`config.mk`:
```
export PLATFORM = sky130hd
export DESIGN_NAME = ysyx_25040105_lsu_flat
export DESIGN_NICKNAME = d
export VERILOG_FILES = /design/src/rtl/ysyx_25040105_lsu_if.sv /design/src/rtl/ysyx_25040105_lsu.sv /design/src/flat_wrapper.sv
export SDC_FILE = /design/constraint.sdc
export NUM_CORES = 1
export LEC_CHECK = 0
export ABC_AREA = 1
export CAP_MARGIN = 20
export CORE_MARGIN = 2
export CORE_UTILIZATION = 51
export CTS_BUF_LIST = sky130_fd_sc_hd__clkbuf_4
export DETAILED_ROUTE_END_ITERATION = 10
export PLACE_DENSITY = 0.82
export RECOVER_POWER = 25
export REMOVE_ABC_BUFFERS = 1
export SETUP_SLACK_MARGIN = 0.1
export SLEW_MARGIN = 20
export SYNTH_ARGS = -nofsm -noshare
export SYNTH_HDL_FRONTEND = slang
export SYNTH_SLANG_ARGS = --single-unit
export TNS_END_PERCENT = 20
```
`constraint.sdc`:
```
create_clock -name clk -period 4.03 [get_ports clk]
set_input_delay 1.209 -clock clk [delete_from_list [all_inputs] [get_ports clk]]
set_output_delay 1.209 -clock clk [all_outputs]
set_load 0.05 [all_outputs]
```
`src/rtl/ysyx_25040105_lsu_if.sv`:
```
// Bundle of the LSU's upstream (EXU), downstream (WBU) and data-bus signals.
// The master modport is the LSU itself. The slave modport is its environment.
interface ysyx_25040105_lsu_if;
  logic        in_valid;
  logic        in_ready;
  logic [31:0] alu_result;
  logic [31:0] rs2_data;
  logic [3:0]  mem_op;
  logic [4:0]  rd_in;
  logic        out_valid;
  logic        out_ready;
  logic [31:0] out_data;
  logic [4:0]  out_rd;
  logic        out_err;
  logic        mem_req;
  logic        mem_we;
  logic [31:0] mem_addr;
  logic [31:0] mem_wdata;
  logic [3:0]  mem_wmask;
  logic        mem_gnt;
  logic        mem_rvalid;
  logic [31:0] mem_rdata;

  modport master (
    input  in_valid, alu_result, rs2_data, mem_op, rd_in, out_ready,
           mem_gnt, mem_rvalid, mem_rdata,
    output in_ready, out_valid, out_data, out_rd, out_err,
           mem_req, mem_we, mem_addr, mem_wdata, mem_wmask
  );

  modport slave (
    output in_valid, alu_result, rs2_data, mem_op, rd_in, out_ready,
           mem_gnt, mem_rvalid, mem_rdata,
    input  in_ready, out_valid, out_data, out_rd, out_err,
           mem_req, mem_we, mem_addr, mem_wdata, mem_wmask
  );
endinterface

```
`src/rtl/ysyx_25040105_lsu.sv`:
```
// Non-pipelined load/store unit: one instruction in flight, one bus access per
// instruction, with a watchdog covering the bus phases REQ and WAIT.
module ysyx_25040105_lsu #(
  parameter int unsigned TIMEOUT_CYC = 255
) (
  input  logic                      clk,
  input  logic                      rst_n,
  ysyx_25040105_lsu_if.master       io,
  output logic [1:0]                dbg_state
);

  // Handshakes: a transfer happens on a rising edge where valid && ready.
  // Senders hold payload stable while valid && !ready. mem_req/mem_gnt is the
  // same rule on the bus. mem_rvalid is a one-cycle push with no back-pressure.
  typedef enum logic [1:0] {
    S_IDLE = 2'd0,
    S_REQ  = 2'd1,
    S_WAIT = 2'd2,
    S_RESP = 2'd3
  } state_e;

  localparam logic [31:0] TIMEOUT_W = 32'(TIMEOUT_CYC);

  state_e      state_q, state_d;
  logic [31:0] addr_q, addr_d;
  logic [31:0] sdata_q, sdata_d;
  logic [3:0]  op_q, op_d;
  logic [4:0]  rd_q, rd_d;
  logic [31:0] out_data_q, out_data_d;
  logic        out_err_q, out_err_d;
  logic [31:0] wdog_q, wdog_d;

  logic [1:0]  lane;
  logic [7:0]  rbyte;
  logic [15:0] rhalf;
  logic [31:0] load_val;
  logic [31:0] wdata_lane;
  logic [3:0]  wmask_lane;
  logic        timeout_hit;
  logic        req_active;

  function automatic logic is_load(input logic [3:0] op);
    return op inside {4'b0001, 4'b0010, 4'b0011, 4'b0100, 4'b0101};
  endfunction

  function automatic logic is_store(input logic [3:0] op);
    return op inside {4'b1001, 4'b1010, 4'b1011};
  endfunction

  function automatic logic misaligned(input logic [3:0] op, input logic [1:0] a);
    logic m;
    m = 1'b0;
    case (op)
      4'b0010, 4'b0101, 4'b1010: m = a[0];
      4'b0011, 4'b1011:          m = |a;
      default:                   m = 1'b0;
    endcase
    return m;
  endfunction

  assign lane = addr_q[1:0];

  always_comb begin
    rbyte = io.mem_rdata[7:0];
    case (lane)
      2'd1:    rbyte = io.mem_rdata[15:8];
      2'd2:    rbyte = io.mem_rdata[23:16];
      2'd3:    rbyte = io.mem_rdata[31:24];
      default: rbyte = io.mem_rdata[7:0];
    endcase
    rhalf = lane[1] ? io.mem_rdata[31:16] : io.mem_rdata[15:0];
    load_val = io.mem_rdata;
    case (op_q)
      4'b0001: load_val = {{24{rbyte[7]}}, rbyte};
      4'b0010: load_val = {{16{rhalf[15]}}, rhalf};
      4'b0100: load_val = {24'd0, rbyte};
      4'b0101: load_val = {16'd0, rhalf};
      default: load_val = io.mem_rdata;
    endcase
  end

  always_comb begin
    wdata_lane = sdata_q;
    wmask_lane = 4'b1111;
    case (op_q[1:0])
      2'b01: begin
        wdata_lane = {4{sdata_q[7:0]}};
        wmask_lane = 4'b0001 << lane;
      end
      2'b10: begin
        wdata_lane = {2{sdata_q[15:0]}};
        wmask_lane = 4'b0011 << lane;
      end
      default: begin
        wdata_lane = sdata_q;
        wmask_lane = 4'b1111;
      end
    endcase
  end

  // The abort fires in the cycle whose end completes TIMEOUT_CYC bus cycles.
  assign timeout_hit = (TIMEOUT_W != 32'd0) &&
                       ((state_q == S_REQ) || (state_q == S_WAIT)) &&
                       ((wdog_q + 32'd1) == TIMEOUT_W);

  always_comb begin
    state_d    = state_q;
    addr_d     = addr_q;
    sdata_d    = sdata_q;
    op_d       = op_q;
    rd_d       = rd_q;
    out_data_d = out_data_q;
    out_err_d  = out_err_q;
    wdog_d     = wdog_q;
    case (state_q)
      S_IDLE: begin
        if (io.in_valid) begin
          addr_d    = io.alu_result;
          sdata_d   = io.rs2_data;
          op_d      = io.mem_op;
          rd_d      = io.rd_in;
          out_err_d = 1'b0;
          if (!(is_load(io.mem_op) || is_store(io.mem_op))) begin
            out_data_d = io.alu_result;
            state_d    = S_RESP;
          end else if (misaligned(io.mem_op, io.alu_result[1:0])) begin
            out_data_d = 32'd0;
            out_err_d  = 1'b1;
            state_d    = S_RESP;
          end else begin
            wdog_d  = 32'd0;
            state_d = S_REQ;
          end
        end
      end
      S_REQ: begin
        wdog_d = wdog_q + 32'd1;
        if (timeout_hit) begin
          out_data_d = 32'd0;
          out_err_d  = 1'b1;
          state_d    = S_RESP;
        end else if (io.mem_gnt) begin
          if (is_store(op_q)) begin
            out_data_d = 32'd0;
            state_d    = S_RESP;
          end else begin
            state_d = S_WAIT;
          end
        end
      end
      S_WAIT: begin
        wdog_d = wdog_q + 32'd1;
        if (timeout_hit) begin
          out_data_d = 32'd0;
          out_err_d  = 1'b1;
          state_d    = S_RESP;
        end else if (io.mem_rvalid) begin
          out_data_d = load_val;
          state_d    = S_RESP;
        end
      end
      S_RESP: begin
        if (io.out_ready) begin
          out_err_d = 1'b0;
          state_d   = S_IDLE;
        end
      end
      default: state_d = S_IDLE;
    endcase
  end

  always_ff @(posedge clk or negedge rst_n) begin
    if (!rst_n) begin
      state_q    <= S_IDLE;
      addr_q     <= 32'd0;
      sdata_q    <= 32'd0;
      op_q       <= 4'd0;
      rd_q       <= 5'd0;
      out_data_q <= 32'd0;
      out_err_q  <= 1'b0;
      wdog_q     <= 32'd0;
    end else begin
      state_q    <= state_d;
      addr_q     <= addr_d;
      sdata_q    <= sdata_d;
      op_q       <= op_d;
      rd_q       <= rd_d;
      out_data_q <= out_data_d;
      out_err_q  <= out_err_d;
      wdog_q     <= wdog_d;
    end
  end

  assign req_active   = (state_q == S_REQ) && !timeout_hit;
  assign io.in_ready  = (state_q == S_IDLE);
  assign io.out_valid = (state_q == S_RESP);
  assign io.out_data  = out_data_q;
  assign io.out_rd    = rd_q;
  assign io.out_err   = out_err_q;
  assign io.mem_req   = req_active;
  assign io.mem_we    = req_active && is_store(op_q);
  assign io.mem_addr  = {addr_q[31:2], 2'b00};
  assign io.mem_wdata = wdata_lane;
  assign io.mem_wmask = (req_active && is_store(op_q)) ? wmask_lane : 4'b0000;
  assign dbg_state    = state_q;

endmodule

```
`src/flat_wrapper.sv`:
```
// flat-port wrapper written by rule: the top's interface ports become plain ports
module ysyx_25040105_lsu_flat 
#(
  parameter int unsigned TIMEOUT_CYC = 255
)
  (clk, rst_n, dbg_state, io_in_valid, io_alu_result, io_rs2_data, io_mem_op, io_rd_in, io_out_ready, io_mem_gnt, io_mem_rvalid, io_mem_rdata, io_in_ready, io_out_valid, io_out_data, io_out_rd, io_out_err, io_mem_req, io_mem_we, io_mem_addr, io_mem_wdata, io_mem_wmask);
  ysyx_25040105_lsu_if io_i ();
  input  logic clk;
  input  logic rst_n;
  output logic [1:0] dbg_state;
  input wire logic [$bits(io_i.in_valid)-1:0] io_in_valid;
  input wire logic [$bits(io_i.alu_result)-1:0] io_alu_result;
  input wire logic [$bits(io_i.rs2_data)-1:0] io_rs2_data;
  input wire logic [$bits(io_i.mem_op)-1:0] io_mem_op;
  input wire logic [$bits(io_i.rd_in)-1:0] io_rd_in;
  input wire logic [$bits(io_i.out_ready)-1:0] io_out_ready;
  input wire logic [$bits(io_i.mem_gnt)-1:0] io_mem_gnt;
  input wire logic [$bits(io_i.mem_rvalid)-1:0] io_mem_rvalid;
  input wire logic [$bits(io_i.mem_rdata)-1:0] io_mem_rdata;
  output wire logic [$bits(io_i.in_ready)-1:0] io_in_ready;
  output wire logic [$bits(io_i.out_valid)-1:0] io_out_valid;
  output wire logic [$bits(io_i.out_data)-1:0] io_out_data;
  output wire logic [$bits(io_i.out_rd)-1:0] io_out_rd;
  output wire logic [$bits(io_i.out_err)-1:0] io_out_err;
  output wire logic [$bits(io_i.mem_req)-1:0] io_mem_req;
  output wire logic [$bits(io_i.mem_we)-1:0] io_mem_we;
  output wire logic [$bits(io_i.mem_addr)-1:0] io_mem_addr;
  output wire logic [$bits(io_i.mem_wdata)-1:0] io_mem_wdata;
  output wire logic [$bits(io_i.mem_wmask)-1:0] io_mem_wmask;
  assign io_i.in_valid = io_in_valid;
  assign io_i.alu_result = io_alu_result;
  assign io_i.rs2_data = io_rs2_data;
  assign io_i.mem_op = io_mem_op;
  assign io_i.rd_in = io_rd_in;
  assign io_i.out_ready = io_out_ready;
  assign io_i.mem_gnt = io_mem_gnt;
  assign io_i.mem_rvalid = io_mem_rvalid;
  assign io_i.mem_rdata = io_mem_rdata;
  assign io_in_ready = io_i.in_ready;
  assign io_out_valid = io_i.out_valid;
  assign io_out_data = io_i.out_data;
  assign io_out_rd = io_i.out_rd;
  assign io_out_err = io_i.out_err;
  assign io_mem_req = io_i.mem_req;
  assign io_mem_we = io_i.mem_we;
  assign io_mem_addr = io_i.mem_addr;
  assign io_mem_wdata = io_i.mem_wdata;
  assign io_mem_wmask = io_i.mem_wmask;
  ysyx_25040105_lsu #(.TIMEOUT_CYC(TIMEOUT_CYC)) u_core (.clk(clk), .rst_n(rst_n), .io(io_i), .dbg_state(dbg_state));
endmodule
```
==> flow_metrics.env <==
export IMPL_io_pins=223
export IMPL_postSynthAreaPerCell_um2=7.47
export IMPL_viasPerCell=5.47
export IMPL_clk_latency_ns=0.59
export IMPL_synth_edf_count=0
export IMPL_post_route_drc_count=0
export IMPL_cp_required_ns=2.82
export IMPL_die_h_um=134
export IMPL_hold_viol=0
export IMPL_synth_top_area_share_pct=40.9
export IMPL_rrSetupSlack_ns=-0.10
export IMPL_worstHoldStart="u_core.io.out_data[14]$_DFFE_PN0P_"
export IMPL_period_share_pct=103
export IMPL_dp_hpwl_um=17900
export IMPL_reg2regPathDepth=32
export IMPL_synthTopCellsByArea="dfrtp_1 41%, nand2_1 15%, nand3_1 5.8%"
export IMPL_dp_cells=1511
export IMPL_cts_clk_slew_worst_paths_ns=0.12
export IMPL_worst_slew_pin_slew_ns=2.66
export IMPL_cts_htree_levels=4
export IMPL_instances_no_fill=1584
export IMPL_crit_path_max_fanout=5
export IMPL_avgRoutedWirePerCell_um=16.2
export IMPL_initial_core_util_pct=52.0
export IMPL_crit_type="reg -> out"
export IMPL_port_buffers=220
export IMPL_clkSinkCount=140
export IMPL_numCtsBuffers=17
export IMPL_power_total_uw=9640
export IMPL_dpl_worst_slack_ns=0.161
export IMPL_core_region_area_mm2=0.0165
export IMPL_grt_pass1_vias=8218
export IMPL_post_route_util_pct=69.1
export IMPL_gr_usage_all_layers_pct=29.2
export IMPL_clockBufferDepth=2
export IMPL_grt_ovfl_total=0
export IMPL_place_congestion=0.918
export IMPL_cts_tree="done"
export IMPL_yosysTopAreaCell="dfrtp_1"
export IMPL_whs_path_depth=2
export IMPL_cap_violations=1
export IMPL_antenna_found_initial=1
export IMPL_wirelength_um=25600
export IMPL_first_pass_iters=6
export IMPL_yosysUniqueCellTypes=39
export IMPL_rsz0062_at_grt="yes"
export IMPL_worstSetupStartpoint="u_core.wdog_q[1]$_DFFE_PN0P_"
export IMPL_dieWidth_um=134
export IMPL_end_kind="primary output"
export IMPL_fin_skew_ns=0.0181
export IMPL_status="complete, but fails checks"
export IMPL_setup_slack_ns=-0.111
export IMPL_grt_max_degree=106
export IMPL_maxSlewViolCount=106
export IMPL_placementRows=47
export IMPL_synth_seq_cells=140
export IMPL_power_density_mw_per_mm2=846
export IMPL_hold_end="u_core.io.out_data[14]$_DFFE_PN0P_"
export IMPL_r2r_start="u_core.wdog_q[1]$_DFFE_PN0P_"
export IMPL_max_vdd_ir_drop_mv=0.676
export IMPL_setup_violations=6
export IMPL_postRouteAntennaNets=0
export IMPL_drt_iter0_drc=637
export IMPL_critPathLaunchType="register"
export IMPL_nets=1473
export IMPL_arrival_ns=2.93
export IMPL_layout_drive_gt1_share_pct=15.3
export IMPL_vias=8664
export IMPL_syn_area_mm2=0.00856
export IMPL_yosysSeqAreaShare_pct=40.9
export IMPL_violations="capacitance limit, slew limit, setup timing"
export IMPL_reg2reg_to="u_core.wdog_q[19]$_DFFE_PN0P_"
export IMPL_period_minus_slack_ns=4.14
export IMPL_hp_class="reg -> reg"
export IMPL_cts_root_buf="clkbuf_4"
export IMPL_holdBufCountCts=0
export IMPL_dieArea_mm2=0.0178
export IMPL_synth_ff_type="dfrtp_1"
export IMPL_yosys_warnings=0
export IMPL_max_slew_margin_pct=-77.6
export IMPL_syn_inst=1145
export IMPL_async_flop_share_pct=100
export IMPL_area_growth_pct=33.1
export IMPL_p_leak_uw=0.00522
export IMPL_grt_pass1_wl_um=41500
export IMPL_fmax_ghz=0.242
export IMPL_fin_setup_tns_ns=-0.625
==> placed cells by master, fill, tap and decap left out, drive strengths merged, types with 2 or more instances in the layout <==
cell type	synthesis	final
o22ai	30	30
nor3	4	4
inv	103	106
clkdlybuf4s50	0	189
a21oi	28	28
clkinvlp	0	2
a31oi	6	6
conb	1	2
xor2	2	2
clkinv	3	10
a211oi	6	6
ha	12	12
nand4	5	5
o211ai	23	23
nor2	96	96
mux2	42	42
clkbuf	29	19
nand2	349	349
bufinv	0	2
dfrtp	140	140
o21ai	99	99
nand3	101	101
buf	59	83
o221ai	3	3
==> flip-flops by register name, summed over array words and instances, names as in the netlist <==
| register | count |
|---|---|
| u_core.sdata_q | 32 |
| u_core.addr_q | 32 |
| u_core.io.out_rd | 5 |
| u_core.io.out_err | 1 |
| u_core.wdog_q | 32 |
| u_core.op_q | 4 |
| u_core.dbg_state | 2 |
| u_core.io.out_data | 32 |
==> cell usage after synthesis, types with 4 or more instances <==
master and number:
o211ai_1 23, dfrtp_1 140, inv_1 102, buf_2 6, a31oi_1 6, nor2_2 7
clkbuf_1 29, nand3_1 100, o21ai_0 96, nand2_1 344, o22ai_1 30, mux2_2 42
nand2_2 4, nor2_1 83, ha_1 12, buf_1 6, a21oi_1 27, nand4_1 4
nor2_4 5, a211oi_1 6, buf_4 44
==> worst max path at each step <==
| stage | to | slack, ns | cells after the start |
|---|---|---|---|
| 3_5_place_dp | io_mem_wmask[0] | 0.16 | 15 |
| 2_1_floorplan | u_core.wdog_q[0]$_DFFE_PN0P_ | -0.79 | 9 |
| 6_report | io_mem_wmask[0] | -0.11 | 17 |
| 3_3_place_gp | io_mem_wmask[0] | 0.28 | 15 |
| 5_1_grt | io_mem_wmask[0] | -0.28 | 17 |
| 4_1_cts | io_mem_wmask[2] | -0.08 | 17 |
==> power by group <==
part	leakage (µW)	switching [µW]	internal, µW
combinational	0.00329	4450	1980
clock	0.000148	567	376
sequential	0.00178	357	1900
==> routing by layer <==
metal  vias to the layer above  global-route usage, %  part of all wire (%)
met3                        69                   7.27                   9.1
met4                         0                   12.9                   3.5
met5                         -                      0                     0
li1                       4150                      -                     -
met1                      4018                   37.0                    40
met2                       427                   47.5                    47
==> area by class of cell <==
cell class | instances | area, µm²
sequential | 140 | 3500
inverter | 106 | 399
antenna | 1 | 2.50
timing repair buffer | 273 | 2630
clock inverter | 14 | 145
fill | 1312 | 5080
clock buffer | 18 | 135
tap | 220 | 275
multi-input combinational | 812 | 4300
==> what timing repair did <==
item | 4_1_cts | 5_1_grt
resized for setup | 41 | 10
pin swaps | 20 | 17
endpoints found under the setup margin | 18 | 8
buffers inserted | 32 | 8
==> critical path, cell delays in order (launching register included) <==
cell and delay (ns):
dfrtp_1 0.44, buf_6 0.13, nand2_4 0.06, nor2_4 0.15, nand2_2 0.10, nor2_4 0.21, nand2_1 0.08, nand2_1 0.10
nand2_2 0.07, nor2_1 0.11, nand2_1 0.11, nor2_4 0.15, nand3_4 0.10, nor2_4 0.13, nor2_4 0.05, nand2_4 0.13
a21oi_4 0.06, buf_12 0.16
==> per-stage QoR <==
| stage | cell area, µm² | hold WS [ns] |
|---|---|---|
| 2_1_floorplan | 8040 | 0.480 |
| 6_report | 11400 | 0.486 |
| 5_1_grt | 11400 | 0.511 |
| 3_5_place_dp | 10600 | 0.459 |
| 3_3_place_gp | 10600 | 0.452 |
| 4_1_cts | 11300 | 0.489 |
==> kinds of logic after synthesis <==
group	count (synthesis)	share of synthesized area [%]
and+or+nand+nor	558	27.6
AOI/OAI and AO/OA	196	13.1
buffers and inverters	194	10.8
DFF	140	40.9
muxes	42	5.53
adders and majority gates	12	1.75
xor gates and xnor gates	2	0.205
other	1	0.0438
Power figures use the tool's default switching activity.
